<file path="src/rtl/a_or_b_if.sv">
// rtl/a_or_b_if.sv - operand/function/result bundle for the a_or_b ALU
// The master drives operands and function select; the slave returns registered results.
interface a_or_b_if #(
  parameter int WIDTH = 6
);
  logic [WIDTH-1:0] A;
  logic [WIDTH-1:0] B;
  logic [2:0]       fxn;
  logic [WIDTH-1:0] out;
  logic             cout;
  logic             ovf;
  logic             zero;

  modport master (
    output A,
    output B,
    output fxn,
    input  out,
    input  cout,
    input  ovf,
    input  zero
  );

  modport slave (
    input  A,
    input  B,
    input  fxn,
    output out,
    output cout,
    output ovf,
    output zero
  );
endinterface

</file>
<file path="src/rtl/a_or_b.sv">
// rtl/a_or_b.sv - single-cycle registered ALU with a shared ripple-carry add/sub
// Results are selected combinationally and captured every rising edge.
module a_or_b #(
  parameter int WIDTH = 6
) (
  input  logic    clk,
  input  logic    rst_n,
  a_or_b_if.slave bus
);

  logic             sub;
  logic [WIDTH-1:0] b_eff;
  logic [WIDTH-1:0] sum;
  logic [WIDTH:0]   carry;
  logic             arith_ovf;

  logic [WIDTH-1:0] nxt_out;
  logic             nxt_cout;
  logic             nxt_ovf;

  // Subtract reuses the adder as A + ~B + 1.
  assign sub      = (bus.fxn == 3'b110);
  assign b_eff    = sub ? ~bus.B : bus.B;
  assign carry[0] = sub;

  genvar i;
  generate
    for (i = 0; i < WIDTH; i++) begin : g_fa
      assign sum[i]     = bus.A[i] ^ b_eff[i] ^ carry[i];
      assign carry[i+1] = (bus.A[i] & b_eff[i]) | (carry[i] & (bus.A[i] ^ b_eff[i]));
    end
  endgenerate

  // Comparing against the effective addend covers both add and subtract overflow rules.
  assign arith_ovf = (bus.A[WIDTH-1] == b_eff[WIDTH-1]) && (sum[WIDTH-1] != bus.A[WIDTH-1]);

  always_comb begin
    nxt_out  = '0;
    nxt_cout = 1'b0;
    nxt_ovf  = 1'b0;
    case (bus.fxn)
      3'b000: nxt_out = bus.A;
      3'b001: nxt_out = bus.B;
      3'b010: nxt_out = bus.A & bus.B;
      3'b011: nxt_out = bus.A | bus.B;
      3'b100: nxt_out = bus.A ^ bus.B;
      3'b101, 3'b110: begin
        nxt_out  = sum;
        nxt_cout = carry[WIDTH];
        nxt_ovf  = arith_ovf;
      end
      3'b111: nxt_out = ~bus.A;
      default: nxt_out = '0;
    endcase
  end

  always_ff @(posedge clk or negedge rst_n) begin
    if (!rst_n) begin
      bus.out  <= '0;
      bus.cout <= 1'b0;
      bus.ovf  <= 1'b0;
      bus.zero <= 1'b1;
    end else begin
      bus.out  <= nxt_out;
      bus.cout <= nxt_cout;
      bus.ovf  <= nxt_ovf;
      bus.zero <= (nxt_out == '0);
    end
  end

endmodule

</file>
<file path="src/flat_wrapper.sv">
// flat-port wrapper written by rule: the top's interface ports become plain ports
module a_or_b_flat 
#(
  parameter int WIDTH = 6
)
  (clk, rst_n, bus_A, bus_B, bus_fxn, bus_out, bus_cout, bus_ovf, bus_zero);
  a_or_b_if #(.WIDTH(WIDTH)) bus_i ();
  input  logic clk;
  input  logic rst_n;
  input wire logic [$bits(bus_i.A)-1:0] bus_A;
  input wire logic [$bits(bus_i.B)-1:0] bus_B;
  input wire logic [$bits(bus_i.fxn)-1:0] bus_fxn;
  output wire logic [$bits(bus_i.out)-1:0] bus_out;
  output wire logic [$bits(bus_i.cout)-1:0] bus_cout;
  output wire logic [$bits(bus_i.ovf)-1:0] bus_ovf;
  output wire logic [$bits(bus_i.zero)-1:0] bus_zero;
  assign bus_i.A = bus_A;
  assign bus_i.B = bus_B;
  assign bus_i.fxn = bus_fxn;
  assign bus_out = bus_i.out;
  assign bus_cout = bus_i.cout;
  assign bus_ovf = bus_i.ovf;
  assign bus_zero = bus_i.zero;
  a_or_b #(.WIDTH(WIDTH)) u_core (.clk(clk), .rst_n(rst_n), .bus(bus_i));
endmodule
</file>
<file path="config.mk">
export PLATFORM = sky130hd
export DESIGN_NAME = a_or_b_flat
export DESIGN_NICKNAME = d
export VERILOG_FILES = /design/src/rtl/a_or_b_if.sv /design/src/rtl/a_or_b.sv /design/src/flat_wrapper.sv
export SDC_FILE = /design/constraint.sdc
export NUM_CORES = 1
export LEC_CHECK = 0
export CAP_MARGIN = 20
export CORE_AREA = 5 5 54 56
export CTS_CLUSTER_DIAMETER = 50
export CTS_CLUSTER_SIZE = 28
export DETAILED_ROUTE_END_ITERATION = 16
export DIE_AREA = 0 0 59 61
export MAX_ROUTING_LAYER = met4
export PLACE_DENSITY = 0.78
export SLEW_MARGIN = 40
export SYNTH_ARGS = -nofsm -noshare
export SYNTH_HDL_FRONTEND = slang
export SYNTH_SLANG_ARGS = --single-unit
</file>
<file path="constraint.sdc">
create_clock -name clk -period 0.8 [get_ports clk]
set_clock_uncertainty 0.1 [all_clocks]
set_input_delay 0.16 -clock clk [delete_from_list [all_inputs] [get_ports clk]]
set_output_delay 0.16 -clock clk [all_outputs]
set_load 0.02 [all_outputs]
</file>
==> results.py, run 1 <==
metrics = {
    "clock_tree": {
        "clock-sinks": 9,
        "cts-root-buf": "clkbuf_4",
        "clk_path_buf_depth": 2,
        "numCtsBuffers": 3,
        "clkTransAtPathRegs_ps": 60,
        "cts_tree": "done",
        "htreeDepth": 1,
        "cts_hold_buf": 0,
    },
    "global_routing": {
        "grt_usage_pct": 18.5,
        "grt_overflow": 0,
        "antenna_found_initial": 0,
        "grt_pass1_vias": 1139,
        "met2_usage_pct": 34.7,
        "grt_use_met3_pct": 1.70,
        "grt_first_pass_wirelength_mm": 4.91,
        "grt_max_degree": 31,
        "met1_usage_pct": 18.9,
        "busiest_layer": "met2",
    },
    "synth": {
        "synth_area_leaders": "dfrtp_1, ha_1, fa_1",
        "synth.top_cell.area_share_pct": 17.5,
        "synth_top_family_by_area": "adder cells",
        "syn_area_um2": 1140,
        "synth.mux.area_fraction_pct": 13.0,
        "synthSimpleGateAreaFrac_pct": 12.6,
        "syn_inst": 122,
        "synth_seq_cells": 9,
        "async_flop_share_pct": 100,
        "synth_fa_ha_area_share_pct": 23.0,
        "yosys.area_share.xor_xnor_pct": 4.60,
        "synth_nets": 157,
        "synth_compound_area_share_pct": 16.2,
        "avgSynthCellArea_um2": 9.36,
        "synth_edf_count": 0,
        "yosysWarnings": 0,
        "ys_types": 38,
        "yosysSeqAreaShare_pct": 19.8,
        "ys.flop_type": "dfrtp_1",
        "yosysTopAreaCell": "dfrtp_1",
    },
    "power": {
        "p_leak_nw": 0.860,
        "vdd_ir_drop_max_mv": 0.929,
        "power_density_nw_per_um2": 1180,
    },
    "sta": {
        "max-slew-margin-rel_pct": 75.6,
        "layout_min_cycle_time_ps": 3100,
        "timing.hold.ws_ps": 154,
        "slew_violations": 0,
        "fmax_mhz": 323,
        "rsz0062_at_grt": "yes",
        "setup_viol": 18,
        "fin_crit_sh_pct": 387,
        "timing.final.ws_setup_ps": -2300,
        "hold_violations": 0,
        "tightest_slew_ps": 366,
    },
    "floorplanning": {
        "placementRows": 18,
        "die_x_um": 59,
        "start_util_pct": 47.9,
        "io_pins": 26,
        "die_h_um": 61,
        "die_area_um2": 3600,
        "core_region_area_um2": 2390,
    },
    "setup_path": {
        "path_common_cell": "fa_2",
        "crit_path_max_fanout": 3,
        "critPathSlowestCell": "fa_2",
        "critPathLaunchType": "input pin",
        "crit_required_ps": 880,
        "cpLargestDelayFamily": "adder cells",
        "crit_buf_inv": 3,
        "crit_cells": 16,
        "cp.arrival_ps": 3170,
        "critPathLaunch": "bus_fxn[0]",
        "worstPathCellList": "buf_8 -> nor2b_4 -> nand2_4 -> xnor2_4 -> fa_2 -> fa_2 -> inv_2 -> fa_2 -> inv_2 -> fa_2 -> fa_2 -> nand3_2 -> a21oi_2 -> a31oi_2 -> nand3_1 -> nor4b_2",
        "crit_type": "in2reg",
        "endpoint_kind": "flop",
        "cp-endpoint": "u_core.bus.zero",
        "slowest_delay_ps": 510,
    },
    "placement": {
        "place_congestion": 0.830,
        "portBuffers": 25,
        "dp_hpwl_mm": 2.51,
        "place_inst": 199,
    },
    "flow_run": {
        "cap_violations": 0,
    },
    "detailed_routing": {
        "drtIter0Drc": 35,
        "wl_per_cell_um": 15.8,
        "first_pass_iters": 4,
        "antenna_left": 0,
        "drt-total-wl_mm": 3.26,
        "detail_route.vias_per_cell": 5.52,
        "drc": 0,
        "vias": 1137,
    },
    "worst_hold_path": {
        "hold_path.class": "in2async",
    },
    "layout": {
        "n_antenna_cell": 0,
        "final_nets": 212,
        "drive_gt1_share_pct": 47.7,
        "fin_cells": 206,
        "syn_to_final_growth_pct": 58.4,
    },
    "outcome": {
        "violations": "negative setup slack",
        "status": "complete, but fails checks",
    },
}
-- layout make-up --
type | instances | area, um2
clock buffer | 4 | 26.3
fill | 167 | 578
inverter | 19 | 86.3
multi-input combinational | 88 | 930
sequential | 9 | 226
tap | 30 | 37.5
timing repair buffer | 56 | 503
-- state kept, by name, indices dropped and copies added (netlist names) --
name             flops
u_core.bus.ovf       1
u_core.bus.cout      1
u_core.bus.out       6
u_core.bus.zero      1
-- worst min path at each step --
stage	start	endpoint	slack (ps)	cells past startpoint
finish	rst_n	u_core.bus.out[5]	150	2
floorplan	rst_n	u_core.bus.cout	-240	0
global route	rst_n	u_core.bus.out[5]	180	2
global placement	rst_n	u_core.bus.ovf	400	2
CTS	rst_n	u_core.bus.out[5]	160	2
detailed placement	rst_n	u_core.bus.out[5]	430	2
-- cells in the mapped netlist, drive strengths merged, types with 4 or more instances --
library cell and instances:
ha 13, o21ai 5, inv 19, fa 5, buf 6, dfrtp 8
nand2 6, mux2 5, mux2i 7, nor2 5, xnor2 6, a21oi 4
-- power breakdown --
group	internal (mW)	leakage, nW	switching, mW
clock	0.192	0.0150	0.154
sequential	0.510	0.108	0.0255
combinational	0.660	0.737	0.588
total	1.36	0.860	0.768
-- per-layer routing --
metal  wire, um  part of all wire (%)  up-vias
li1           -                     -      534
met1       1180                    36      541
met2       1750                    53       50
met3        204                   6.3       12
met4        129                   4.0        0
met5          0                     0        -
-- cell families after synthesis --
kind of cell | count (synthesis)
buffers and inverters | 25
AOI/OAI and AO/OA | 25
muxes | 13
xor gates and xnor gates | 6
DFF | 9
and+or+nand+nor | 26
adders and majority gates | 18
-- per-stage QoR --
stage | utilization (%) | setup WS [ps] | setup TNS, ps | cell area (um2) | total power, mW
5_1_grt | 75.8 | -2470 | -17580 | 1810 | 2.24
3_3_place_gp | 69.7 | -2830 | -22890 | 1660 | 1.55
6_report | 75.8 | -2300 | -16600 | 1810 | 2.13
3_5_place_dp | 69.7 | -2990 | -23750 | 1660 | 1.59
4_1_cts | 73.3 | -2360 | -16840 | 1750 | 2.03
2_1_floorplan | - | -2440 | -15180 | 1230 | 1.12
-- placed cells by master, fill, tap and decap left out, drive strengths merged, types with 3 or more instances in the layout --
| cell type | n |
|---|---|
| xnor2 | 6 |
| o21ai | 5 |
| dlygate4sd2 | 3 |
| nand2 | 6 |
| dfrtp | 8 |
| a21oi | 4 |
| ha | 13 |
| clkdlybuf4s50 | 8 |
| inv | 19 |
| mux2 | 5 |
| nor2 | 5 |
| nand2b | 3 |
| clkbuf | 5 |
| mux2i | 7 |
| buf | 42 |
| a211oi | 3 |
| fa | 5 |
-- what timing repair did --
action	4_1_cts	5_1_grt
gates cloned	0	0
setup buffers	2	2
endpoints found under the setup margin	18	18
pin swaps	16	12
resized for setup	82	10
endpoints found under the hold margin	0	0
Power figures use the tool's default switching activity.
==> run 2, diff against run 1 <==
Settings changed: SLEW_MARGIN 40 to 15.
==> results of run 2 <==
Final layout, timing and power as in run 1 (identical DEF).
==> run 3, diff against run 2 <==
Settings changed: HOLD_SLACK_MARGIN set to 0.05, REMOVE_ABC_BUFFERS set to 1.
==> run 3 against run 2 <==
  * The run ends with negative hold slack, negative setup slack left
  * Core utilization rose by 2.6 points
  * Via count increased by 3.3%
  * Critical endpoint unchanged
  * Flip-flop and latch count unchanged
  * Worst hold slack got worse by 160 ps
  * Clock power hardly changed
  * Non-clock buffer count grew 3
  * Cell count increased by 1.5%
  * Wire length grew 6.2%
  * Sequential share of layout area down 0.42 points
==> results.py, run 3 (synthesis gave the netlist of run 1 again) <==
metrics = {
    "setup_path": {
        "endpoint_kind": "flop",
        "crit_required_ps": 870,
        "crit_path_max_fanout": 2,
        "critPathLaunchType": "input pin",
        "cp.arrival_ps": 3120,
        "crit_type": "in2reg",
    },
    "floorplanning": {
        "die_h_um": 61,
        "die_x_um": 59,
        "start_util_pct": 47.9,
        "placementRows": 18,
        "die_area_um2": 3600,
        "core_region_area_um2": 2390,
        "io_pins": 26,
    },
    "sta": {
        "fmax_mhz": 329,
        "hold_violations": 1,
        "timing.hold.ws_ps": -7.86,
        "max-slew-margin-rel_pct": 75.2,
        "tightest_slew_ps": 371,
        "fin_crit_sh_pct": 380,
        "slew_violations": 0,
        "setup_viol": 18,
        "rsz0062_at_grt": "yes",
        "layout_min_cycle_time_ps": 3040,
        "timing.final.ws_setup_ps": -2240,
    },
    "clock_tree": {
        "cts_tree": "done",
        "htreeDepth": 1,
        "clkTransAtPathRegs_ps": 60,
        "cts-root-buf": "clkbuf_4",
        "numCtsBuffers": 3,
        "clk_path_buf_depth": 2,
        "clock-sinks": 9,
    },
    "layout": {
        "largest_register_ffs": 6,
        "regMostFlops": "u_core.bus.out",
        "syn_to_final_growth_pct": 63.9,
        "utilization_pct": 78.4,
        "n_antenna_cell": 0,
        "final_common_cell": "buf_4",
        "drive_gt1_share_pct": 48.6,
        "layout_common_cells": "buf_4, buf_6, inv_1",
        "num-fill-cells": 156,
        "final_nets": 215,
        "fin_cells": 209,
    },
    "power": {
        "vdd_ir_drop_max_mv": 0.921,
        "finalPower_mw": 2.17,
        "p_leak_nw": 0.884,
        "power_density_nw_per_um2": 1160,
    },
    "placement": {
        "portBuffers": 25,
        "place_congestion": 0.900,
        "place_inst": 198,
        "dp_hpwl_mm": 2.25,
    },
    "detailed_routing": {
        "detail_route.vias_per_cell": 5.62,
        "vias": 1174,
        "drc": 0,
        "wl_per_cell_um": 16.6,
        "first_pass_iters": 4,
        "drt-total-wl_mm": 3.47,
        "drtIter0Drc": 23,
        "antenna_left": 0,
    },
    "global_routing": {
        "grt_max_degree": 31,
        "grt_overflow": 0,
        "grt_first_pass_wirelength_mm": 5.26,
        "grt_usage_pct": 20.3,
        "grt_pass1_vias": 1154,
        "antenna_found_initial": 0,
    },
    "flow_run": {
        "cap_violations": 0,
    },
    "worst_hold_path": {
        "hold_path.class": "in2async",
    },
    "outcome": {
        "violations": "negative hold slack, negative setup slack",
        "status": "complete, but fails checks",
    },
}
-- run 3: per-stage QoR --
stage,worst slack (ps),cell area (um2),hold slack (ps),setup TNS [ps]
after floorplan,-2700,1090,-236,-17090
after global placement,-2940,1580,265,-23900
after detailed placement,-3100,1580,275,-24640
after CTS,-2420,1800,-4.52,-17140
after global routing,-2320,1870,-12.1,-17620
final,-2240,1870,-7.86,-16970
-- run 3: critical path, cell delays in order --
cell and delay, ps:
buf_6 80, nor2b_4 190, nand2_4 90, xnor2_4 130, fa_2 370, fa_2 340, inv_2 60, fa_2 190
inv_2 40, fa_2 340, fa_2 450, buf_6 140, a31oi_2 170, nand3_1 120, nor4b_2 230
-- run 3: final timing paths --
check                      startpoint                 to  slack [ps]  depth (start not counted)
hold / removal                  rst_n  u_core.bus.out[0]          -8                          1
min in group clk           bus_fxn[0]  u_core.bus.out[3]         370                          4
setup / recovery           bus_fxn[1]    u_core.bus.zero       -2240                         15
max in group asynchronous       rst_n  u_core.bus.out[2]         300                          2
-- run 3: routing by layer --
layer	GRT usage, %	wire length, um
met5	-	0
met2	36.8	1830
met3	1.91	260
met1	22.4	1260
met4	9.71	108
-- run 3: layout make-up --
type / instances / area [um2] / area share (%)
Sequential cell: 9 / 226 / 12.1
Inverter: 19 / 76.3 / 4.08
Tap cell: 30 / 37.5 / 2.01
Clock buffer: 4 / 26.3 / 1.40
Timing Repair Buffer: 59 / 558 / 29.8
Multi-Input combinational cell: 88 / 947 / 50.6
-- run 3: report_power, final --
| group | internal (mW) | total, mW | switching, mW |
|---|---|---|---|
| combinational | 0.694 | 1.29 | 0.595 |
| clock | 0.192 | 0.346 | 0.154 |
| sequential | 0.510 | 0.533 | 0.0230 |
-- run 3: what timing repair did --
item / in CTS / in global routing
setup buffers: 6 / 3
setup endpoints to repair: 18 / 18
endpoints found under the hold margin: 1 / 1
pin swaps: 13 / 13
resized for setup: 120 / 9
